**config.mk**
```make
export PLATFORM = sky130hd
export DESIGN_NAME = game_sequencer_flat
export DESIGN_NICKNAME = d
export VERILOG_FILES = /design/src/rtl/game_sequencer_if.sv /design/src/rtl/game_sequencer.sv /design/src/flat_wrapper.sv
export SDC_FILE = /design/constraint.sdc
export NUM_CORES = 1
export LEC_CHECK = 0
export ABC_CLOCK_PERIOD_IN_PS = 2300
export BUFFER_PORTS_ARGS = -buffer_cell sky130_fd_sc_hd__buf_2
export CAP_MARGIN = 25
export CORE_AREA = 2 2 70 72
export CTS_CLUSTER_DIAMETER = 100
export DETAILED_ROUTE_END_ITERATION = 16
export DIE_AREA = 0 0 72 74
export GPL_TIMING_DRIVEN = 0
export PLACE_DENSITY = 0.78
export SLEW_MARGIN = 20
export SYNTH_ARGS = -nofsm -noshare
export SYNTH_HDL_FRONTEND = slang
export SYNTH_SLANG_ARGS = --single-unit
```
**constraint.sdc**
```tcl
create_clock -name CLK -period 2.3 [get_ports CLK]
set_input_delay 0.23 -clock CLK [delete_from_list [all_inputs] [get_ports CLK]]
set_output_delay 0.23 -clock CLK [all_outputs]
set_load 0.02 [all_outputs]
```
**src/rtl/game_sequencer_if.sv**
```systemverilog
// ---------------------------------------------------------------------------
// game_sequencer_if
//
// Groups the game sequencer's event inputs and status outputs into one bundle.
//
// Signals:
//   i_start      event  one-cycle start pulse (debounced button)
//   i_goal       event  one-cycle pulse, frog reached the top row
//   i_collision  event  one-cycle pulse, frog hit by a car
//   o_state      status current game state (IDLE=0, PLAY=1, LEVEL_UP=2,
//                       DEAD=3, GAME_OVER=4)
//   o_level      status current level, 1..MAX_LEVEL
//   o_lives      status remaining lives
//   speed_car    status extra car speed for car_control
//   o_car_tick   status one-cycle enable for a car position step
//   o_frog_reset status one-cycle pulse, return the frog to its start
//
// Modports:
//   master : the environment side (drives events, observes status)
//   slave  : the sequencer side (observes events, drives status)
// ---------------------------------------------------------------------------
interface game_sequencer_if;
    logic       i_start;
    logic       i_goal;
    logic       i_collision;
    logic [2:0] o_state;
    logic [3:0] o_level;
    logic [1:0] o_lives;
    logic [4:0] speed_car;
    logic       o_car_tick;
    logic       o_frog_reset;

    modport master (
        output i_start,
        output i_goal,
        output i_collision,
        input  o_state,
        input  o_level,
        input  o_lives,
        input  speed_car,
        input  o_car_tick,
        input  o_frog_reset
    );

    modport slave (
        input  i_start,
        input  i_goal,
        input  i_collision,
        output o_state,
        output o_level,
        output o_lives,
        output speed_car,
        output o_car_tick,
        output o_frog_reset
    );
endinterface

```
**src/rtl/game_sequencer.sv**
```systemverilog
// ---------------------------------------------------------------------------
// game_sequencer
//
// Game state machine for the car/frog playfield. Tracks level and lives,
// produces the level-dependent car speed and a periodic car movement tick
// that only runs while the game is in play, and pulses a frog reset on every
// entry into play.
//
// Ports:
//   CLK  system clock
//   RST  synchronous, active-high reset
//   bus  game_sequencer_if.slave
//          in : i_start, i_goal, i_collision (one-cycle pulses)
//          out: o_state, o_level, o_lives, speed_car, o_car_tick,
//               o_frog_reset (all registered)
//
// Parameters:
//   TICK_PERIOD   cycles between car ticks while in play (<= 2^19)
//   PAUSE_CYCLES  length of the LEVEL_UP and DEAD pauses (<= 2^25)
//   LIVES_INIT    lives at game start (1..3)
//   MAX_LEVEL     highest level (2..15)
//   SPEED_STEP    speed_car increment per level
// ---------------------------------------------------------------------------
module game_sequencer #(
    parameter int TICK_PERIOD  = 500000,
    parameter int PAUSE_CYCLES = 25000000,
    parameter int LIVES_INIT   = 3,
    parameter int MAX_LEVEL    = 8,
    parameter int SPEED_STEP   = 2
) (
    input  logic           CLK,
    input  logic           RST,
    game_sequencer_if.slave bus
);

    typedef enum logic [2:0] {
        S_IDLE      = 3'd0,
        S_PLAY      = 3'd1,
        S_LEVEL_UP  = 3'd2,
        S_DEAD      = 3'd3,
        S_GAME_OVER = 3'd4
    } state_t;

    localparam logic [18:0] TICK_LAST   = 19'(TICK_PERIOD - 1);
    localparam logic [24:0] PAUSE_LAST  = 25'(PAUSE_CYCLES - 1);
    localparam logic [3:0]  LEVEL_MAX   = 4'(MAX_LEVEL);
    localparam logic [1:0]  LIVES_START = 2'(LIVES_INIT);

    // Next level after a goal, held at MAX_LEVEL once reached.
    function automatic logic [3:0] level_inc_sat(input logic [3:0] lvl);
        if (lvl >= LEVEL_MAX) begin
            return LEVEL_MAX;
        end
        return lvl + 4'd1;
    endfunction

    // speed_car = min((level-1)*SPEED_STEP, 31); level is never 0.
    function automatic logic [4:0] speed_for_level(input logic [3:0] lvl);
        logic [31:0] steps;
        steps = (32'(lvl) - 32'd1) * 32'(SPEED_STEP);
        if (steps > 32'd31) begin
            return 5'd31;
        end
        return steps[4:0];
    endfunction

    // Lives decrement that cannot wrap below zero.
    function automatic logic [1:0] lives_dec_sat(input logic [1:0] lv);
        if (lv == 2'd0) begin
            return 2'd0;
        end
        return lv - 2'd1;
    endfunction

    state_t      state_q,      state_d;
    logic [3:0]  level_q,      level_d;
    logic [1:0]  lives_q,      lives_d;
    logic [4:0]  speed_q,      speed_d;
    logic [18:0] tick_cnt_q,   tick_cnt_d;
    logic [24:0] pause_cnt_q,  pause_cnt_d;
    logic        car_tick_q,   car_tick_d;
    logic        frog_reset_q, frog_reset_d;

    // Next-state, counters and output decode
    always_comb begin
        state_d      = state_q;
        level_d      = level_q;
        lives_d      = lives_q;
        tick_cnt_d   = '0;
        pause_cnt_d  = '0;
        car_tick_d   = 1'b0;
        frog_reset_d = 1'b0;

        case (state_q)
            S_IDLE, S_GAME_OVER: begin
                if (bus.i_start) begin
                    state_d = S_PLAY;
                    level_d = 4'd1;
                    lives_d = LIVES_START;
                end
            end

            S_PLAY: begin
                // A collision in the same cycle as a goal takes priority.
                if (bus.i_collision) begin
                    lives_d = lives_dec_sat(lives_q);
                    state_d = (lives_d == 2'd0) ? S_GAME_OVER : S_DEAD;
                end else if (bus.i_goal) begin
                    state_d = S_LEVEL_UP;
                    level_d = level_inc_sat(level_q);
                end
            end

            S_LEVEL_UP, S_DEAD: begin
                // The pause counter arrives here at 0 because it is held
                // cleared in every other state.
                if (pause_cnt_q >= PAUSE_LAST) begin
                    state_d = S_PLAY;
                end else begin
                    pause_cnt_d = pause_cnt_q + 25'd1;
                end
            end

            default: begin
                state_d = S_IDLE;
            end
        endcase

        // The tick counter only advances across PLAY->PLAY edges, so it is
        // zero on the first PLAY cycle and a tick coinciding with a state
        // exit is never emitted.
        if ((state_q == S_PLAY) && (state_d == S_PLAY)) begin
            if (tick_cnt_q >= TICK_LAST) begin
                tick_cnt_d = '0;
                car_tick_d = 1'b1;
            end else begin
                tick_cnt_d = tick_cnt_q + 19'd1;
            end
        end

        frog_reset_d = (state_d == S_PLAY) && (state_q != S_PLAY);

        // Speed follows the level it will be registered alongside.
        speed_d = speed_for_level(level_d);
    end

    // State and output registers
    always_ff @(posedge CLK) begin
        if (RST) begin
            state_q      <= S_IDLE;
            level_q      <= 4'd1;
            lives_q      <= LIVES_START;
            speed_q      <= 5'd0;
            tick_cnt_q   <= '0;
            pause_cnt_q  <= '0;
            car_tick_q   <= 1'b0;
            frog_reset_q <= 1'b0;
        end else begin
            state_q      <= state_d;
            level_q      <= level_d;
            lives_q      <= lives_d;
            speed_q      <= speed_d;
            tick_cnt_q   <= tick_cnt_d;
            pause_cnt_q  <= pause_cnt_d;
            car_tick_q   <= car_tick_d;
            frog_reset_q <= frog_reset_d;
        end
    end

    assign bus.o_state      = state_q;
    assign bus.o_level      = level_q;
    assign bus.o_lives      = lives_q;
    assign bus.speed_car    = speed_q;
    assign bus.o_car_tick   = car_tick_q;
    assign bus.o_frog_reset = frog_reset_q;

endmodule

```
**src/flat_wrapper.sv**
```systemverilog
// flat-port wrapper written by rule: the top's interface ports become plain ports
module game_sequencer_flat 
#(
    parameter int TICK_PERIOD  = 500000,
    parameter int PAUSE_CYCLES = 25000000,
    parameter int LIVES_INIT   = 3,
    parameter int MAX_LEVEL    = 8,
    parameter int SPEED_STEP   = 2
)
  (CLK, RST, bus_i_start, bus_i_goal, bus_i_collision, bus_o_state, bus_o_level, bus_o_lives, bus_speed_car, bus_o_car_tick, bus_o_frog_reset);
  game_sequencer_if bus_i ();
  input  logic CLK;
  input  logic RST;
  input wire logic [$bits(bus_i.i_start)-1:0] bus_i_start;
  input wire logic [$bits(bus_i.i_goal)-1:0] bus_i_goal;
  input wire logic [$bits(bus_i.i_collision)-1:0] bus_i_collision;
  output wire logic [$bits(bus_i.o_state)-1:0] bus_o_state;
  output wire logic [$bits(bus_i.o_level)-1:0] bus_o_level;
  output wire logic [$bits(bus_i.o_lives)-1:0] bus_o_lives;
  output wire logic [$bits(bus_i.speed_car)-1:0] bus_speed_car;
  output wire logic [$bits(bus_i.o_car_tick)-1:0] bus_o_car_tick;
  output wire logic [$bits(bus_i.o_frog_reset)-1:0] bus_o_frog_reset;
  assign bus_i.i_start = bus_i_start;
  assign bus_i.i_goal = bus_i_goal;
  assign bus_i.i_collision = bus_i_collision;
  assign bus_o_state = bus_i.o_state;
  assign bus_o_level = bus_i.o_level;
  assign bus_o_lives = bus_i.o_lives;
  assign bus_speed_car = bus_i.speed_car;
  assign bus_o_car_tick = bus_i.o_car_tick;
  assign bus_o_frog_reset = bus_i.o_frog_reset;
  game_sequencer #(.TICK_PERIOD(TICK_PERIOD), .PAUSE_CYCLES(PAUSE_CYCLES), .LIVES_INIT(LIVES_INIT), .MAX_LEVEL(MAX_LEVEL), .SPEED_STEP(SPEED_STEP)) u_core (.CLK(CLK), .RST(RST), .bus(bus_i));
endmodule
```
# Word level (Yosys, flattened, before mapping)
# Index checks and enable logic that the tools add are counted.
# word_totals
reg_bits	60
output_inout_bits	16
word_cells	72
# op_classes
muxes	30
addsub	5
bitwise_logic	3
magnitude_cmp	4
reduce_logical	13
eq_ne	8
# op_table
operator	count
$gt 32x5->1 const B	1
$add 25x1->25 const B	1
$ge 25x25->1 const B	1
$mux 4	5
$add 19x1->19 const B	1
$ge 19x19->1 const B	1
$mux 3	5
$mux 2	6
$mux 5	2
$mux 1	9
$pmux 3 s3	1
$pmux 4 s2	1
$reduce_or 2->1	4
$eq 3x1->1 const B	2
$eq 3x2->1 const B	2
$reduce_or 3->1	2
$sub 4x1->5 const B	1
$add 4x1->4 const B	1
$ge 4x4->1 const B	1
$logic_not 2->1	2
$ne 2x2->1 const B	2
$pmux 2 s2	1
$eq 3x3->1 const B	1
$logic_not 3->1	1
other kinds (6)	9

# Longest topological paths before layout
# depth
ltp_word	15
mapped_depth	8

# Worst setup path after synthesis
# OpenSTA, ideal clock, no wires.
# synth_timing
path_kind	register to register
from	register u_core.state_q[0] (netlist: u_core.bus.o_state[0])
to	register u_core.speed_q[4] (netlist: u_core.bus.speed_car[4])
slack_ns	0.329
period_less_slack_ns	1.971
arrival_ns	1.837
path_stages_with_launch	8
cell_sequence	dfxtp_1 or3b_1 o311ai_1 o21a_1 inv_1 ha_1 o21ai_0 a211oi_1
# synth_between
elab_chain_cells	7
# synth_rtl
element	line	source
start, declared	game_sequencer.sv:75	state_t state_q, state_d;
start signal, assigned	game_sequencer.sv:159	state_q <= state_d;
$eq 3x3->1 or $logic_not 3->1 (tied branches)	game_sequencer.sv:94	case (state_q)
$reduce_or 2->1	game_sequencer.sv:94	
$pmux 4 s2 (*)	game_sequencer.sv:94	
$sub 4x1->5 (*)	game_sequencer.sv:60	steps = (32'(lvl) - 32'd1) * 32'(SPEED_STEP);
$gt 32x5->1	game_sequencer.sv:61	if (steps > 32'd31) begin
$mux 1	game_sequencer.sv:61	
$mux 5 (*)	game_sequencer.sv:64	return steps[4:0];
end signal, assigned	game_sequencer.sv:162	speed_q <= speed_d;
end, declared	game_sequencer.sv:78	logic [4:0] speed_q, speed_d;
# Mark *: on every way between the ends. The rest lies on a longest branch, timed or not.
# A chain may end at the register's enable or synchronous reset.

# Final worst setup path
# layout_timing
from	register u_core.pause_cnt_q[2]
to	register u_core.state_q[1] (netlist: u_core.bus.o_state[1])
# layout_between
elab_chain_cells	3
# layout_rtl
element	line	source
start, declared	game_sequencer.sv:80	logic [24:0] pause_cnt_q, pause_cnt_d;
start signal, assigned	game_sequencer.sv:164	pause_cnt_q <= pause_cnt_d;
$ge 25x25->1	game_sequencer.sv:117	if (pause_cnt_q >= PAUSE_LAST) begin
$mux 3	game_sequencer.sv:117	
$pmux 3 s3	game_sequencer.sv:94	
# No other way between the ends.

==> flow_metrics.env <==
export IMPL_hpwl_um=3390
export IMPL_antenna_found_initial=0
export IMPL_end_kind="flop"
export IMPL_cpMostUsedCell="buf_4"
export IMPL_cp_slowest_cell="dfxtp_1"
export IMPL_cts_root_buffer="clkbuf_8"
export IMPL_start_util_pct=57.5
export IMPL_ir_drop_uv=537
export IMPL_die_area_sq_um=5330
export IMPL_r2r_end="u_core.bus.o_state[1]$_SDFF_PP0_"
export IMPL_r2r_start="u_core.pause_cnt_q[2]$_SDFF_PP0_"
export IMPL_rsz0062_at_grt="false"
export IMPL_grtUsageTotal_pct=19.9
export IMPL_yosysMostFrequentCell="nor2_1"
export IMPL_crit_buf_inv=2
export IMPL_r2r_cells=8
export IMPL_rows=25
export IMPL_holdWs_ns=0.168
export IMPL_viasPerCell=5.43
export IMPL_clkSinkCount=60
export IMPL_cts_resized=0
export IMPL_fin_crit_ns=2.12
export IMPL_synthArstFlopShare_pct=0
export IMPL_wl_per_cell_um=12.3
export IMPL_synth_seq_area_share_pct=45.5
export IMPL_ctsHoldBuffers=0
export IMPL_area_growth_pct=13.8
export IMPL_holdPathStages=2
export IMPL_crit_chain="and4_1, buf_4, o21ai_0, a2111oi_1, o221ai_1, nand3_2, buf_4, o31ai_1"
export IMPL_synthesis_nets=307
export IMPL_clock_skew_ns=0.00676
export IMPL_clk_pin_slew_ns=0.06
export IMPL_required_ns=2.50
export IMPL_place_congestion=0.750
export IMPL_worst_setup_path_type="flop to flop"
export IMPL_clock_latency_ns=0.33
export IMPL_core_sq_um=4600
export IMPL_hp_start="RST"
export IMPL_htree_levels=3
export IMPL_syn_inst=297
export IMPL_hold_end="u_core.bus.o_level[0]$_SDFF_PP1_"
export IMPL_finalSetupTns_ns=0
export IMPL_cts_tree="built"
export IMPL_grt_max_degree=11
export IMPL_rrSetupSlack_ns=0.18
export IMPL_dr_first_iter_drc_count=99
export IMPL_stdcell_count=385
export IMPL_syn_avg_cell_area_sq_um=8.90
export IMPL_dpl_cell_count=371
export IMPL_hold_class="primary input to flop"
export IMPL_synthDistinctLibCells=48
export IMPL_grt_pass1_wl_um=8100
export IMPL_tightest_slew_ns=0.657
export IMPL_p_leak_nw=1.14
export IMPL_design_power_total_mw=2.11
export IMPL_num_antenna_cells=0
export IMPL_die_y_um=74
export IMPL_die_x_um=72
export IMPL_synth_seq_cells=60
export IMPL_crit_path_max_fanout=10
export IMPL_wl_um=4740
export IMPL_final_antenna_net_count=0
export IMPL_powerDensity_nw_per_um2=703
export IMPL_drv_cap=0
export IMPL_critPathMaxStageDelay_ns=0.40
export IMPL_crit_arrival_ns=2.32
export IMPL_drive_gt1_share_pct=13.9
export IMPL_fill_cells=381
export IMPL_setup_worst_path_start_class="flop"
export IMPL_final_core_util_pct=65.4
export IMPL_status="complete, no violations"
export IMPL_grt_remaining_overflow=0
export IMPL_synth_area_top_cells="dfxtp_1, nor2_1, xor2_1"
export IMPL_vias=2090
export IMPL_ctsLongestPathBuffers=2
export IMPL_cts_buffers=9
export IMPL_yosys_warnings=0
export IMPL_relSlewSlack_pct=55.9
export IMPL_drc=0
export IMPL_slew_viol_final=0
export IMPL_synth_main_ff_cell="dfxtp_1"
export IMPL_finalCritPeriodShare_pct=92.0
export IMPL_cp_top_family="compound AO/OA/AOI/OAI gates"
export IMPL_fmax_ghz=0.473
export IMPL_yosys_top_cells_count="nor2_1, dfxtp_1, xor2_1"
export IMPL_hold_violations=0
export IMPL_nets=337
export IMPL_syn_area_sq_um=2640
export IMPL_drt_pass1_iterations=4
export IMPL_synth_top_cell_area_share_pct=45.5
export IMPL_io_pins=21
export IMPL_yosys_area_top_type="dfxtp_1"
export IMPL_finalSetupViolCount=0
export IMPL_grt_pass1_vias=1838
export IMPL_place_port_buffers=20
export IMPL_synth_edf_count=0
[cells in the final DEF, fill, tap and decap left out, types with 2 or more instances in the layout]
| cell type | n |
|---|---|
| clkinv_2 | 2 |
| nand2_1 | 19 |
| buf_2 | 20 |
| a31oi_1 | 2 |
| nor3_1 | 5 |
| nor2_1 | 67 |
| ha_1 | 5 |
| dfxtp_1 | 60 |
| buf_4 | 3 |
| and2_1 | 3 |
| nor2b_1 | 2 |
| nand2b_1 | 2 |
| clkbuf_8 | 11 |
| a32oi_1 | 2 |
| inv_1 | 9 |
| o21ai_0 | 5 |
| xnor2_1 | 14 |
| and3_1 | 9 |
| xor2_1 | 26 |
| nand4_1 | 10 |
| nand3_1 | 16 |
| a21oi_1 | 6 |
| and4_1 | 3 |
[metrics by stage]
stage	instance area (sq um)	worst slack, ns
after floorplan	2640	0.330
after global placement	2810	0.152
after detailed placement	2810	0.127
after CTS	3010	0.106
after global routing	3010	0.0146
final	3010	0.185
[worst max-delay path by stage]
stage | startpoint | endpoint | slack, ns | depth (start not counted)
after floorplan | u_core.bus.o_state[0]$_SDFF_PP0_ | u_core.bus.speed_car[4]$_SDFF_PP0_ | 0.33 | 7
after global placement | u_core.pause_cnt_q[0]$_SDFF_PP0_ | u_core.bus.o_state[1]$_SDFF_PP0_ | 0.15 | 8
after detailed placement | u_core.pause_cnt_q[0]$_SDFF_PP0_ | u_core.bus.o_state[1]$_SDFF_PP0_ | 0.13 | 8
after CTS | u_core.pause_cnt_q[0]$_SDFF_PP0_ | u_core.bus.o_state[1]$_SDFF_PP0_ | 0.11 | 8
after global routing | u_core.pause_cnt_q[2]$_SDFF_PP0_ | u_core.bus.o_state[1]$_SDFF_PP0_ | 0.01 | 8
final | u_core.pause_cnt_q[2]$_SDFF_PP0_ | u_core.bus.o_state[1]$_SDFF_PP0_ | 0.18 | 8
[power by group]
part | switching [mW] | internal (mW)
combinational | 0.0661 | 0.0396
clock | 0.392 | 0.551
sequential | 0.0113 | 1.05
total | 0.470 | 1.64
[registers in the layout (all words and copies together) (netlist names)]
signal / cells
u_core.bus.o_state: 3
u_core.bus.o_lives: 2
u_core.bus.o_level: 4
u_core.pause_cnt_q: 25
u_core.bus.o_car_tick: 1
u_core.bus.speed_car: 5
u_core.tick_cnt_q: 19
u_core.bus.o_frog_reset: 1
[routing by layer]
metal / vias up / part of all wire [%] / track usage, %
li1: 1075 / - / -
met1: 973 / 48 / 24.5
met2: 35 / 45 / 31.2
met3: 7 / 4.1 / 5.56
met4: 0 / 2.0 / 11.9
met5: - / 0 / 0
[kinds of logic after synthesis]
group / synth area share (%)
compound gates: 9.09
xor+xnor: 13.3
fa+ha+maj: 2.37
buf+inv: 2.84
flops: 45.5
simple gates: 27.0
[what timing repair did]
item	in CTS	in global routing
buffers inserted	0	0
hold endpoints to repair	0	0
setup endpoints to repair	0	18
[final cells by class]
class / instances / area, sq um / area share (%)
plain buffers: 5 / 37.5 / 1.25
flip-flops and latches: 60 / 1200 / 40.0
clock buffers: 11 / 151 / 5.04
well taps: 54 / 67.6 / 2.25
repair buffers: 20 / 100 / 3.33
inverters: 9 / 33.8 / 1.12
multi-input cells: 222 / 1370 / 45.4
clock inverters: 4 / 48.8 / 1.62
[worst reg2reg max path, delay by kind of cell, from the launching register on]
kind | cells | cell delay (ns)
and+or+nand+nor | 2 | 0.44
DFF | 1 | 0.40
buffers and inverters | 2 | 0.35
AOI/OAI and AO/OA | 4 | 0.81
Note: power is estimated with default switching activity, not from simulation.
